[config.mk]
export PLATFORM = sky130hd
export DESIGN_NAME = freq_count_flat
export DESIGN_NICKNAME = d
export VERILOG_FILES = /design/src/rtl/freq_count_if.sv /design/src/rtl/freq_count.sv /design/src/flat_wrapper.sv
export SDC_FILE = /design/constraint.sdc
export NUM_CORES = 1
export LEC_CHECK = 0
export ABC_AREA = 1
export ABC_CLOCK_PERIOD_IN_PS = 1750
export BUFFER_PORTS_ARGS = -buffer_cell sky130_fd_sc_hd__buf_2
export CAP_MARGIN = 20
export CORE_AREA = 2 2 74 76
export CTS_BUF_LIST = sky130_fd_sc_hd__clkbuf_2 sky130_fd_sc_hd__clkbuf_4 sky130_fd_sc_hd__clkbuf_8
export CTS_CLUSTER_SIZE = 30
export DETAILED_ROUTE_END_ITERATION = 8
export DIE_AREA = 0 0 76 78
export PLACE_DENSITY = 0.79
export SYNTH_ARGS = -nofsm -noshare
export SYNTH_HDL_FRONTEND = slang
export SYNTH_SLANG_ARGS = --single-unit
[constraint.sdc]
create_clock -name clk -period 1.75 [get_ports clk]
set_input_delay 0.175 -clock clk [delete_from_list [all_inputs] [get_ports clk]]
set_output_delay 0.175 -clock clk [all_outputs]
set_load 0.05 [all_outputs]
[src/rtl/freq_count_if.sv]
// rtl/freq_count_if.sv - control and SRAM port bundle of the frequency-count stage
// slave is the freq_count side; master is the controller/SRAM side.
interface freq_count_if;
  logic       FC_start;
  logic [9:0] src_len;
  logic [7:0] FC_data_R;
  logic       FC_R;
  logic       FC_W;
  logic [9:0] FC_addr;
  logic [7:0] FC_data_W;
  logic       FC_finish;
  logic [8:0] sym_count;

  modport slave (
    input  FC_start, src_len, FC_data_R,
    output FC_R, FC_W, FC_addr, FC_data_W, FC_finish, sym_count
  );

  modport master (
    output FC_start, src_len, FC_data_R,
    input  FC_R, FC_W, FC_addr, FC_data_W, FC_finish, sym_count
  );
endinterface

[src/rtl/freq_count.sv]
// rtl/freq_count.sv - byte histogram builder over a shared 8-bit SRAM
// Clears a 256-entry table, then read-modify-writes one saturating count per source byte.
module freq_count #(
  parameter int SRC_BASE  = 0,
  parameter int FREQ_BASE = 768,
  parameter int MAX_LEN   = 512
) (
  input  logic        clk,
  input  logic        rst,
  freq_count_if.slave bus
);

  typedef enum logic [2:0] {IDLE, CLEAR, RD_SRC, RD_CNT, WR_CNT, DONE} state_t;

  localparam logic [9:0] SRC_A  = 10'(SRC_BASE);
  localparam logic [9:0] FREQ_A = 10'(FREQ_BASE);
  localparam logic [9:0] MAX_A  = 10'(MAX_LEN);

  state_t     state_q, state_d;
  logic [7:0] clr_idx_q, clr_idx_d;
  logic [9:0] idx_q, idx_d;
  logic [9:0] len_q, len_d;
  logic [7:0] sym_q, sym_d;
  logic [8:0] sym_count_q, sym_count_d;
  logic [9:0] idx_inc;

  assign idx_inc = idx_q + 10'd1;

  always_comb begin
    state_d     = state_q;
    clr_idx_d   = clr_idx_q;
    idx_d       = idx_q;
    len_d       = len_q;
    sym_d       = sym_q;
    sym_count_d = sym_count_q;
    case (state_q)
      IDLE: begin
        if (bus.FC_start) begin
          len_d       = (bus.src_len > MAX_A) ? MAX_A : bus.src_len;
          idx_d       = 10'd0;
          sym_count_d = 9'd0;
          clr_idx_d   = 8'd0;
          state_d     = CLEAR;
        end
      end
      CLEAR: begin
        clr_idx_d = clr_idx_q + 8'd1;
        if (clr_idx_q == 8'd255) begin
          state_d = (len_q == 10'd0) ? DONE : RD_SRC;
        end
      end
      RD_SRC: state_d = RD_CNT;
      RD_CNT: begin
        sym_d   = bus.FC_data_R;
        state_d = WR_CNT;
      end
      WR_CNT: begin
        // A zero count being bumped means this symbol is seen for the first time.
        if (bus.FC_data_R == 8'd0) begin
          sym_count_d = sym_count_q + 9'd1;
        end
        idx_d   = idx_inc;
        state_d = (idx_inc == len_q) ? DONE : RD_SRC;
      end
      DONE:    state_d = IDLE;
      default: state_d = IDLE;
    endcase
  end

  always_ff @(posedge clk) begin
    if (rst) begin
      state_q     <= IDLE;
      clr_idx_q   <= 8'd0;
      idx_q       <= 10'd0;
      len_q       <= 10'd0;
      sym_q       <= 8'd0;
      sym_count_q <= 9'd0;
    end else begin
      state_q     <= state_d;
      clr_idx_q   <= clr_idx_d;
      idx_q       <= idx_d;
      len_q       <= len_d;
      sym_q       <= sym_d;
      sym_count_q <= sym_count_d;
    end
  end

  // The count address in RD_CNT and the increment in WR_CNT come straight from
  // this cycle's read data, so the memory port is decoded from the state register.
  always_comb begin
    bus.FC_R      = 1'b0;
    bus.FC_W      = 1'b0;
    bus.FC_addr   = 10'd0;
    bus.FC_data_W = 8'd0;
    case (state_q)
      CLEAR: begin
        bus.FC_W    = 1'b1;
        bus.FC_addr = FREQ_A + {2'b00, clr_idx_q};
      end
      RD_SRC: begin
        bus.FC_R    = 1'b1;
        bus.FC_addr = SRC_A + idx_q;
      end
      RD_CNT: begin
        bus.FC_R    = 1'b1;
        bus.FC_addr = FREQ_A + {2'b00, bus.FC_data_R};
      end
      WR_CNT: begin
        bus.FC_W      = 1'b1;
        bus.FC_addr   = FREQ_A + {2'b00, sym_q};
        bus.FC_data_W = (bus.FC_data_R == 8'd255) ? 8'd255 : bus.FC_data_R + 8'd1;
      end
      default: ;
    endcase
  end

  assign bus.FC_finish = (state_q == DONE);
  assign bus.sym_count = sym_count_q;

endmodule

[src/flat_wrapper.sv]
// flat-port wrapper written by rule: the top's interface ports become plain ports
module freq_count_flat 
#(
  parameter int SRC_BASE  = 0,
  parameter int FREQ_BASE = 768,
  parameter int MAX_LEN   = 512
)
  (clk, rst, bus_FC_start, bus_src_len, bus_FC_data_R, bus_FC_R, bus_FC_W, bus_FC_addr, bus_FC_data_W, bus_FC_finish, bus_sym_count);
  freq_count_if bus_i ();
  input  logic clk;
  input  logic rst;
  input wire logic [$bits(bus_i.FC_start)-1:0] bus_FC_start;
  input wire logic [$bits(bus_i.src_len)-1:0] bus_src_len;
  input wire logic [$bits(bus_i.FC_data_R)-1:0] bus_FC_data_R;
  output wire logic [$bits(bus_i.FC_R)-1:0] bus_FC_R;
  output wire logic [$bits(bus_i.FC_W)-1:0] bus_FC_W;
  output wire logic [$bits(bus_i.FC_addr)-1:0] bus_FC_addr;
  output wire logic [$bits(bus_i.FC_data_W)-1:0] bus_FC_data_W;
  output wire logic [$bits(bus_i.FC_finish)-1:0] bus_FC_finish;
  output wire logic [$bits(bus_i.sym_count)-1:0] bus_sym_count;
  assign bus_i.FC_start = bus_FC_start;
  assign bus_i.src_len = bus_src_len;
  assign bus_i.FC_data_R = bus_FC_data_R;
  assign bus_FC_R = bus_i.FC_R;
  assign bus_FC_W = bus_i.FC_W;
  assign bus_FC_addr = bus_i.FC_addr;
  assign bus_FC_data_W = bus_i.FC_data_W;
  assign bus_FC_finish = bus_i.FC_finish;
  assign bus_sym_count = bus_i.sym_count;
  freq_count #(.SRC_BASE(SRC_BASE), .FREQ_BASE(FREQ_BASE), .MAX_LEN(MAX_LEN)) u_core (.clk(clk), .rst(rst), .bus(bus_i));
endmodule
=== After elaboration in Yosys (flattened, before gate mapping) ===
Index checks and enable logic that the tools add are counted.

* $add $sub $neg: 7
* $lt $le $gt $ge: 1
* Eq/ne operators: 11
* Muxes and demuxes: 18
* Reduce and logical (&&, ||, !) cells: 12

{| class="wikitable"
|+ Operators with widths
! kind !! count
|-
| case mux 10 bit (4 select lines) || 1
|-
| adder 9 x 9 -> 10 bit (first input constant) || 3
|-
| 2-to-1 mux 8 bit || 3
|-
| 2-to-1 mux 10 bit || 2
|-
| case mux 10 bit (2 select lines) || 1
|-
| 2-to-1 mux 9 bit || 2
|-
| case mux 9 bit (2 select lines) || 1
|-
| adder 8 x 1 -> 8 bit (second input constant) || 2
|-
| equality test 8 bit (second input constant) || 2
|-
| case mux 8 bit (2 select lines) || 1
|-
| case mux 3 bit (5 select lines) || 1
|-
| 2-to-1 mux 3 bit || 4
|-
| adder 10 x 1 -> 10 bit (second input constant) || 1
|-
| equality test 10 bit || 1
|-
| greater-than comparator 10 bit (second input constant) || 1
|-
| zero test 10 bit || 1
|-
| adder 9 x 1 -> 9 bit (second input constant) || 1
|-
| zero test 8 bit || 1
|-
| AND reduction 2 bit || 4
|-
| equality test 3 x 2 -> 1 bit (second input constant) || 2
|-
| equality test 3 bit (second input constant) || 2
|-
| inequality test 2 x 1 -> 1 bit (second input constant) || 2
|-
| nonzero test 2 bit || 2
|-
| OR reduction 2 bit || 2
|-
| other kinds (5) || 6
|}

* Register bits after elaboration: 48
* Input bits: 21
* Output and inout bits: 30
* Logic and storage cells: 55

=== Longest topological paths before layout ===
Gate-level depths: netlist of run 1.

* Depth in word-level cells: 4
* Gate-level depth with buffers: 14
* Mapped depth without buffers: 14

=== Least setup slack after synthesis of run 1 ===
OpenSTA, ideal clock, no wires.

* Path kind: reg2out
* From: register u_core.state_q[2]
* To: output bus_FC_addr[0]
* Arrival time: 2.359 ns
* Data required time: 1.575 ns
* Slack: -0.784 ns
* Stages on the path, launching flop included: 5
* Buffers on the path: 1
* Cells stage by stage: dfxtp_1 > buf_2 > nor2_1 > nand2_1 > o2111ai_1

* Cells in the longest elaborated chain, start to end: 2
* Elaborated cells on any way between the ends: 5
* Classes of those cells: eq/ne: 4; mux: 1

{| class="wikitable"
|+ Ends and longest elaborated chain
! what !! line !! RTL
|-
| start, declared || freq_count.sv:19 || <nowiki>state_t state_q, state_d;</nowiki>
|-
| start signal, assigned || freq_count.sv:79 || <nowiki>state_q <= state_d;</nowiki>
|-
| equality test 3 bit, or another cell as far along || freq_count.sv:95 || <nowiki>case (state_q)</nowiki>
|-
| case mux 10 bit (4 select lines) * || freq_count.sv:95 ||
|-
| end, declared || flat_wrapper.sv:17 || <nowiki>output wire logic [$bits(bus_i.FC_addr)-1:0] bus_FC_addr;</nowiki>
|}

Mark *: on every way between the ends. The rest lies on a longest branch, timed or not.

=== Final worst setup path of run 1 ===
* From: register u_core.state_q[1]
* To: output bus_FC_data_W[0]

* Cells in the longest elaborated chain, start to end: 2

{| class="wikitable"
|+ Ends and longest elaborated chain
! what !! line !! RTL
|-
| equality test 3 bit || freq_count.sv:95 ||
|-
| 2-to-1 mux 8 bit || freq_count.sv:95 ||
|-
| end, declared || flat_wrapper.sv:18 || <nowiki>output wire logic [$bits(bus_i.FC_data_W)-1:0] bus_FC_data_W;</nowiki>
|}

Every way passes these cells.

==> results of run 1 <==
area by class of cell:
cell class                      instances  area, um^2
Clock buffer                            6        82.6
Clock inverter                          2        38.8
Fill cell                             332        1120
Inverter                               65         253
Multi-Input combinational cell        296        1790
Sequential cell                        48         982
Tap cell                               70        87.6
Timing Repair Buffer                   83         689
power by group through the flow:
stage	logic [mW]	clock network, mW	registers, mW
detailed placement	1.49	0	1.28
global route	2.13	0.912	1.30
floorplan	1.04	0	1.31
global placement	1.47	0	1.28
CTS	1.79	0.869	1.28
finish	2.00	0.868	1.29
worst paths after layout:
kind | from | endpoint | slack [ps] | depth (start not counted)
setup / recovery | u_core.state_q[1] | bus_FC_data_W[0] | -180 | 7
hold / removal | bus_src_len[2] | u_core.len_q[2] | 110 | 3
setup reg to reg | u_core.state_q[1] | u_core.bus.sym_count[7] | -100 | 11
hold reg to reg | u_core.sym_q[1] | u_core.sym_q[1] | 480 | 2
Yosys cell counts (2+ instances only):
library cell / instances / area [um^2]
nor2_1: 25 / 93.8
a21oi_1: 38 / 190
buf_2: 2 / 10.0
nor2_4: 2 / 22.5
inv_2: 3 / 11.3
a221oi_1: 3 / 26.3
o21ai_0: 13 / 65.1
a211oi_1: 3 / 22.5
nor3_1: 5 / 25.0
o22ai_1: 8 / 50.1
a31oi_1: 3 / 18.8
o2111ai_1: 7 / 61.3
nand4_1: 11 / 68.8
nor2_2: 3 / 18.8
nand3_1: 31 / 155
inv_1: 61 / 229
dfxtp_1: 48 / 961
nand2_2: 6 / 37.5
xor2_1: 3 / 26.3
nor3_2: 3 / 30.0
nor4_1: 2 / 12.5
ha_1: 5 / 62.6
nand3_2: 3 / 30.0
nand2_1: 111 / 417
xnor2_1: 2 / 17.5
o31ai_1: 2 / 15.0
clkbuf_1: 7 / 26.3
kinds of logic (layout without fill, tap and decap cells):
group | Yosys count | in the layout | synth area share [%]
compound gates | 82 | 82 | 17.7
fa+ha+maj | 5 | 5 | 2.26
simple gates | 204 | 204 | 33.5
buf+inv | 75 | 156 | 10.3
flops | 48 | 48 | 34.7
xor+xnor | 5 | 5 | 1.58
through the flow:
step | utilization [%] | hold slack [ps] | worst slack, ps
2_1_floorplan | - | 314 | -204
3_3_place_gp | 65.6 | 437 | 42.0
3_5_place_dp | 65.6 | 438 | -18.1
4_1_cts | 74.5 | 111 | -83.3
5_1_grt | 77.8 | 109 | -228
6_report | 77.8 | 114 | -176
registers in the layout, summed over array words and instances, names as in the netlist:
signal,flops
u_core.idx_q,10
u_core.len_q,10
u_core.state_q,3
u_core.sym_q,8
u_core.clr_idx_q,8
u_core.bus.sym_count,9
layer usage:
layer | vias up | routed length [um] | GRT usage, %
li1 | 1556 | - | -
met1 | 1559 | 3550 | 37.7
met2 | 158 | 4750 | 53.7
met3 | 33 | 659 | 5.00
met4 | 0 | 321 | 10.2
met5 | - | 0 | 0
critical path, delay by kind of cell, from the launching register on:
kind | cells | cell delay (ps)
compound gates | 1 | 130
simple gates | 2 | 260
buf+inv | 4 | 670
flops | 1 | 370
repair_timing:
action                     4_1_cts  5_1_grt
resized for setup               69       43
cloned                           1        0
hold buffers                     0        0
pin swaps                        6       12
setup buffers                    9        7
setup endpoints to repair       20       33
==> results.ini, run 1 <==
[status]
outcome = finished with violations
violations = setup timing

[synthesis]
synth_warnings = 0
synth-seq-cells = 48
synth_cells = 419
syn_nets = 445
ys_async_sr_fraction_pct = 0
ys_types = 36
ys_seq_area_share_pct = 34.7
synth_area_mm2 = 0.00277
ys.flop_type = dfxtp_1
avgSynthCellArea_um2 = 6.61
synth-edff-count = 0

[worst_setup_path]
cp-start-kind = flop
cp_cell_sequence = nor2_4 -> inv_2 -> nor2_4 -> clkinvlp_4 -> buf_12 -> a21oi_4 -> buf_6
crit_path_max_fanout = 5
cp_slowest_cell = dfxtp_4
critical_path_class = flop to primary output
critPathArrivalTime_ps = 1750
crit_top_cell = nor2_4
slowest_delay_ps = 370
required_ps = 1570
endpoint_kind = primary output

[final_layout]
layout_commonest_cell = nand2_1
finalInstanceArea_mm2 = 0.00392
antennaDiodeCount = 0
mostFrequentLayoutCells = nand2_1, inv_1, dfxtp_1, buf_2, a21oi_1
drive_gt1_share_pct = 34.8
stdcell_count = 570
fin_nets = 525
areaGrowthSynthToFinish_pct = 41.6

[timing]
slew_headroom_pct = 65.4
skew_ps = 6.55
finalCritPeriodShare_pct = 110
setup_ws_ps = -176
final-setup-viol-count = 25
tns_ps = -1930
max_freq_mhz = 519
timing_max_transition_violations_final = 0
rsz0062_at_grt = yes
hold_violations = 0
fin_crit_ps = 1930
worstMarginPinSlew_ps = 514

[power_and_ir_drop]
switching_share_pct = 42.4
total_power_mw = 4.15
net-switching-power_mw = 1.76
leakage_nw = 1.70
p_int_mw = 2.39
p_per_area_mw_per_mm2 = 1060
clkPwrFrac_pct = 20.9
power_frac_seq_pct = 31.1
comb_power_share_pct = 48.0
ir_drop_mv = 0.805

[global_routing]
grt_pass1_wl_um = 14500
gr-usage-all-layers_pct = 30.4
antenna_found_initial = 0
grt_pass1_vias = 3035
gr-total-overflow = 0
grt_max_degree = 27

[worst_hold_path]
min_path_type = primary input to flop

[placement]
dp_hpwl_um = 5700
dp_cells = 546
port_buffers = 50
gp_congestion = 0.928
dpl_cell_area_mm2 = 0.00331

[cts]
clkTransAtPathRegs_ps = 90
cts_max_path_buffers = 2
cts-root-buf = clkbuf_8
worstSkewPairLatency_ps = 320
h-tree-depth = 2
cts_sinks = 48
cts_buffers = 5
cts_tree = done

[die]
die_w_um = 76
pin_count = 51
die_area_mm2 = 0.00593
start_util_pct = 54.9
die_h_um = 78
rows = 26
core_mm2 = 0.00504

[route]
first_iter_violations = 291
routed_wl_um = 9280
drt-wirelength-per-cell_um = 16.3
drc = 0
ant_nets = 0
drt_pass1_iterations = 5
vias_per_cell = 5.80
via_count = 3306

[job]
drv_cap = 0

Note: power is estimated with default switching activity, not from simulation.
==> run 2: changes to the inputs <==
BUFFER_PORTS_ARGS = not set   (was -buffer_cell sky130_fd_sc_hd__buf_2)
DONT_BUFFER_PORTS = 1   (was not set)
PLACE_DENSITY = 0.7   (was 0.79)
==> run 2 against run 1 <==
  * The run still ends with setup timing left
  * Global-route usage down 2.5 points
  * Register-to-register slack gained 50 ps
  * Power up 1.4%
  * Cell count fell by 3.5%
  * Die area stayed put
  * Critical endpoint is now bus_FC_addr[4]
==> results.ini, run 2 (synthesized netlist as in run 1, its figures left out) <==
[status]
outcome = finished with violations
violations = setup timing

[timing]
final-setup-viol-count = 21  ; -16%
skew_ps = 16.9  ; +10.3 ps
fin_crit_ps = 1850  ; -78.4 ps
max_freq_mhz = 541  ; +4.2%
holdWs_ps = 0.0681  ; -114 ps
setup_ws_ps = -97.6  ; +78.4 ps
timing_max_transition_violations_final = 0  ; unchanged
worstMarginPinSlew_ps = 1100  ; +582 ps
rsz0062_at_grt = yes
finalCritPeriodShare_pct = 106  ; -4.5 points
slew_headroom_pct = 26.7  ; -39 points
hold_violations = 0  ; unchanged

[final_layout]
mostFrequentLayoutCells = nand2_1, inv_1, buf_4, dfxtp_1, a21oi_1
fin_nets = 506  ; -3.6%
antennaDiodeCount = 0  ; unchanged
layout_commonest_cell = nand2_1
drive_gt1_share_pct = 30.6  ; -4.2 points
areaGrowthSynthToFinish_pct = 39.5
finalInstanceArea_mm2 = 0.00386  ; -1.4%
stdcell_count = 550  ; -3.5%

[route]
vias_per_cell = 5.61  ; -3.3%
drc = 0  ; unchanged
ant_nets = 0  ; unchanged
first_iter_violations = 211  ; -27%
via_count = 3084  ; -6.7%
drt-wirelength-per-cell_um = 15.9  ; -2.5%
routed_wl_um = 8730  ; -5.9%
drt_pass1_iterations = 4  ; -1

[die]
pin_count = 51  ; unchanged
die_w_um = 76  ; unchanged
start_util_pct = 54.9  ; unchanged
rows = 26  ; unchanged
die_area_mm2 = 0.00593  ; unchanged
die_h_um = 78  ; unchanged
core_mm2 = 0.00504  ; unchanged

[global_routing]
grt_pass1_wl_um = 13300  ; -8.7%
gr-total-overflow = 0  ; unchanged
antenna_found_initial = 0  ; unchanged
grt_pass1_vias = 2842  ; -6.4%
gr-usage-all-layers_pct = 27.9  ; -2.5 points
grt_max_degree = 27  ; unchanged

[worst_setup_path]
critical_path_class = flop to primary output
cp-start-kind = flop
cp_cell_sequence = buf_6 -> nor3_4 -> inv_2 -> o2111ai_4 -> buf_12
cp_num_buf_inv = 3  ; -1
slowest_delay_ps = 370  ; about the same
crit_path_max_fanout = 5  ; unchanged
critPathTopFamily = buffers and inverters
required_ps = 1570  ; about the same
crit_start = u_core.state_q[2]
r2r_start = u_core.state_q[2]
cp_slowest_cell = dfxtp_4
critPathArrivalTime_ps = 1670  ; -80 ps
endpoint_kind = primary output

[power_and_ir_drop]
power_frac_seq_pct = 30.4  ; -0.7 points
leakage_nw = 1.62  ; -5.0%
net-switching-power_mw = 1.79  ; +1.8%
comb_power_share_pct = 54.3  ; +6.3 points
p_per_area_mw_per_mm2 = 1090  ; +2.8%
clkPwrFrac_pct = 15.3  ; -5.6 points
ir_drop_mv = 0.981  ; +22%
p_int_mw = 2.42  ; +1.0%
total_power_mw = 4.21  ; +1.4%
switching_share_pct = 42.6  ; +0.19 points

[cts]
cts_tree = done
cts-root-buf = clkbuf_8
cts_buffers = 5  ; unchanged
worstSkewPairLatency_ps = 310  ; about the same
clkTransAtPathRegs_ps = 100  ; about the same
h-tree-depth = 2  ; unchanged
cts_sinks = 48  ; unchanged
cts_max_path_buffers = 2  ; unchanged

[placement]
dp_hpwl_um = 6170  ; +8.2%
dp_cells = 522  ; -4.4%
port_buffers = 0  ; -100%
dpl_cell_area_mm2 = 0.00339  ; +2.5%
gp_congestion = 0.936  ; +0.78%
pre_cts_ws_ps = 72.1  ; +90.2 ps

[worst_hold_path]
hp-start = bus_src_len[7]
min_path_type = primary input to flop

[job]
drv_cap = 0  ; unchanged

[run 2: worst reg2reg max path: stages, from the launching register on]
cell,delay [ps]
dfxtp_4,370
buf_6,130
nor3_4,330
inv_2,140
buf_6,150
buf_4,120
buf_4,120
a21oi_1,110
o21ai_0,100
a21oi_1,130
[run 2: routing by layer]
layer / track usage [%] / vias up / part of all wire (%)
li1: - / 1517 / -
met5: 0 / - / 0
met2: 46.3 / 98 / 50
met4: 9.27 / 0 / 2.6
met3: 6.98 / 24 / 5.6
met1: 35.6 / 1445 / 42
[run 2: cell type report]
cell class | count | area, um^2
Clock buffer | 5 | 68.8
Clock inverter | 2 | 12.5
Fill cell | 352 | 1180
Inverter | 65 | 251
Multi-Input combinational cell | 296 | 1800
Sequential cell | 48 | 978
Tap cell | 70 | 87.6
Timing Repair Buffer | 63 | 656
Timing Repair inverter | 1 | 7.51
[run 2: metrics by stage]
stage / utilization, % / setup TNS (ps)
final: 76.7 / -1080
after floorplan: - / -836
after detailed placement: 67.3 / 0
after CTS: 71.3 / -515
after global routing: 76.7 / -2980
after global placement: 67.3 / 0
[run 2: timing repair]
item	CTS	global route
gates resized for setup	18	52
hold endpoints to repair	26	0
pin swaps	6	14
buffers inserted	7	12
hold buffers	1	0
gates cloned	1	0
setup endpoints to repair	15	32
[run 2: final timing paths]
path                                       endpoint  slack, ps  depth (start not counted)
worst max-delay path                 bus_FC_addr[4]       -100                          5
worst min-delay path                u_core.len_q[7]       0.07                          2
worst max register to register  u_core.clr_idx_q[2]        -50                          9
worst min register to register      u_core.sym_q[5]        480                          2
[run 2: power groups by stage]
stage / combinational, mW / clock (mW) / sequential (mW)
3_5_place_dp: 1.75 / 0 / 1.27
2_1_floorplan: 1.04 / 0 / 1.31
3_3_place_gp: 1.73 / 0 / 1.27
5_1_grt: 2.44 / 0.690 / 1.29
6_report: 2.29 / 0.646 / 1.28
4_1_cts: 1.92 / 0.655 / 1.26
==> run 3: changes to the inputs <==
CORE_AREA = 2 2 104 56   (was 2 2 74 76)
DIE_AREA = 0 0 106 58   (was 0 0 76 78)
PLACE_DENSITY = 0.69   (was 0.7)
==> run 3 against run 2 <==
  * Via count grew 4.0%
  * Global-route usage grew 1.5 points
  * Combinational power grew 5%
  * First-iteration DRC count grew 27%
  * Sequential power is essentially flat
  * Worst setup slack lost 7.2 ps
  * Die area grew 3.7%
  * Largest power group unchanged
  * Count of clock-buffer cells in the layout grew 1
  * Sequential cell count is the same
  * Final area grew 5.8%
  * Clock power grew 36%
  * The run still ends with setup timing left
==> results.ini, run 3 (synthesized netlist as in run 1, its figures left out) <==
[power_and_ir_drop]
leakage_nw = 1.71  ; +5.5%
comb_power_share_pct = 52.6  ; -1.7 points
power_frac_seq_pct = 28.2  ; -2.2 points
ir_drop_mv = 0.788  ; -20%
p_per_area_mw_per_mm2 = 1120  ; +2.7%
net-switching-power_mw = 1.94  ; +8.3%
switching_share_pct = 42.5  ; -0.17 points
clkPwrFrac_pct = 19.2  ; +3.9 points
p_int_mw = 2.63  ; +9.0%

[timing]
tns_ps = -488  ; +591 ps
max_freq_mhz = 539  ; -0.39%
finalCritPeriodShare_pct = 106  ; +0.41 points
worstMarginPinSlew_ps = 1120  ; +20.6 ps
slew_headroom_pct = 25.3  ; -1.4 points
setup_ws_ps = -105  ; -7.23 ps
holdWs_ps = 23.9  ; +23.8 ps
final-setup-viol-count = 16  ; -24%
hold_violations = 0  ; unchanged
timing_max_transition_violations_final = 0  ; unchanged
skew_ps = 4.31  ; -12.6 ps
rsz0062_at_grt = yes
fin_crit_ps = 1850  ; +7.23 ps

[die]
pin_count = 51  ; unchanged
rows = 19  ; -27%
die_h_um = 58  ; -26%
core_mm2 = 0.00525  ; +4.2%
die_area_mm2 = 0.00615  ; +3.7%
die_w_um = 106  ; +39%
start_util_pct = 52.7  ; -2.2 points

[global_routing]
grt_max_degree = 27  ; unchanged
grt_pass1_wl_um = 14000  ; +5.8%
gr-total-overflow = 0  ; unchanged
gr-usage-all-layers_pct = 29.4  ; +1.5 points
grt_pass1_vias = 2809  ; -1.2%
antenna_found_initial = 0  ; unchanged

[final_layout]
drive_gt1_share_pct = 32.9  ; +2.2 points
multi_input_area_mm2 = 0.00188  ; +4.4%
layout_commonest_cell = nand2_1
register_area_um2 = 978  ; unchanged
finish.utilization_pct = 77.9  ; +1.2 points
antennaDiodeCount = 0  ; unchanged
areaGrowthSynthToFinish_pct = 47.7
finalInstanceArea_mm2 = 0.00409  ; +5.8%
fin_nets = 512  ; +1.2%
fill_cells = 377  ; +7.1%
mostFrequentLayoutCells = nand2_1, inv_1, buf_4, dfxtp_1

[route]
ant_nets = 0  ; unchanged
first_iter_violations = 269  ; +27%
drt_pass1_iterations = 5  ; +1
vias_per_cell = 5.73  ; +2.2%
routed_wl_um = 9890  ; +13%
drc = 0  ; unchanged
drt-wirelength-per-cell_um = 17.7  ; +11%
via_count = 3208  ; +4.0%

[cts]
cts_sinks = 48  ; unchanged
cts_buffers = 5  ; unchanged
cts_max_path_buffers = 2  ; unchanged
cts-root-buf = clkbuf_8
worstSkewPairLatency_ps = 310  ; about the same
cts_tree = done
h-tree-depth = 2  ; unchanged
clkTransAtPathRegs_ps = 100  ; about the same

[worst_setup_path]
crit_path_max_fanout = 4  ; -1
required_ps = 1970  ; +400 ps
critical_path_class = flop to flop
worstReg2RegEnd = u_core.state_q[2]
reg2reg_depth = 9  ; unchanged
critPathArrivalTime_ps = 2070  ; +400 ps
r2r_start = u_core.idx_q[1]
rrSetupSlack_ps = -100  ; -50 ps
endpoint_kind = flop
cp-start-kind = flop

[status]
outcome = finished with violations
violations = setup timing

[placement]
port_buffers = 0  ; unchanged
dpl_cell_area_mm2 = 0.00342  ; +0.92%
dp_hpwl_um = 6520  ; +5.7%
gp_congestion = 0.887  ; -5.2%

[worst_hold_path]
min_path_type = primary input to flop
min_delay_worst_endpoint = u_core.len_q[8]
hp-start = bus_src_len[8]
hold_depth = 2  ; unchanged

[job]
drv_cap = 0  ; unchanged

==> run 3: cell count changes in the layout (fill, tap and decap cells not counted), sizes merged <==
cell	delta
clkinv	+1
dlygate4sd3	+1
bufinv	+1
clkinvlp	-3
clkbuf	+1
buf	+6
==> run 3: power by group through the flow <==
stage                     registers, mW  clock network [mW]  logic (mW)
after floorplan                    1.31                   0        1.04
after global placement             1.28                   0        1.74
after detailed placement           1.28                   0        1.76
after CTS                          1.27               0.877        2.05
after global routing               1.30               0.924        2.50
final                              1.29               0.877        2.41
==> run 3: what timing repair did <==
action,in CTS,in global routing
endpoints found under the setup margin,19,31
hold endpoints to repair,27,0
gates resized for setup,35,66
setup buffers,10,12
pin swaps,10,16
hold buffers,2,0
==> run 3: critical path, cell delays in order, from the launching register on <==
cell	delay, ps
dfxtp_2	370
buf_4	130
nand3_2	130
nor2_4	160
nand3_1	120
nand2_1	100
xor2_1	240
nand4_1	150
buf_4	160
a31oi_1	200
==> run 3: how the worst max path moves through the flow <==
stage	from	to	slack, ps	cells past startpoint
after floorplan	bus_FC_data_R[0]	bus_FC_data_W[0]	-200	7
after global placement	u_core.state_q[2]	u_core.bus.sym_count[8]	90	8
after detailed placement	u_core.idx_q[0]	u_core.state_q[0]	8	12
after CTS	u_core.state_q[0]	bus_FC_addr[5]	-10	6
after global routing	u_core.idx_q[1]	u_core.state_q[2]	-220	9
final	u_core.idx_q[1]	u_core.state_q[2]	-100	9
==> run 3: through the flow <==
| step | std cells | worst slack, ps | total power, mW |
|---|---|---|---|
| 2_1_floorplan | 419 | -204 | 2.36 |
| 6_report | 560 | -105 | 4.58 |
| 4_1_cts | 548 | -11.5 | 4.19 |
| 3_5_place_dp | 528 | 7.62 | 3.04 |
| 3_3_place_gp | 528 | 93.6 | 3.01 |
| 5_1_grt | 560 | -218 | 4.73 |
==> run 3: final cells by class <==
| class | instances | share of cell area [%] |
|---|---|---|
| Clock buffer | 6 | 2.02 |
| Timing Repair Buffer | 70 | 18.4 |
| Tap cell | 73 | 2.23 |
| Multi-Input combinational cell | 296 | 46.0 |
| Clock inverter | 2 | 0.948 |
| Sequential cell | 48 | 23.9 |
| Inverter | 65 | 6.52 |
==> run 3: layer usage <==
| layer | GRT usage [%] | vias up | share of wire, % |
|---|---|---|---|
| li1 | - | 1527 | - |
| met4 | 4.14 | 0 | 1.6 |
| met3 | 11.9 | 25 | 12 |
| met2 | 42.6 | 202 | 43 |
| met1 | 42.0 | 1454 | 43 |
| met5 | 0 | - | 0 |
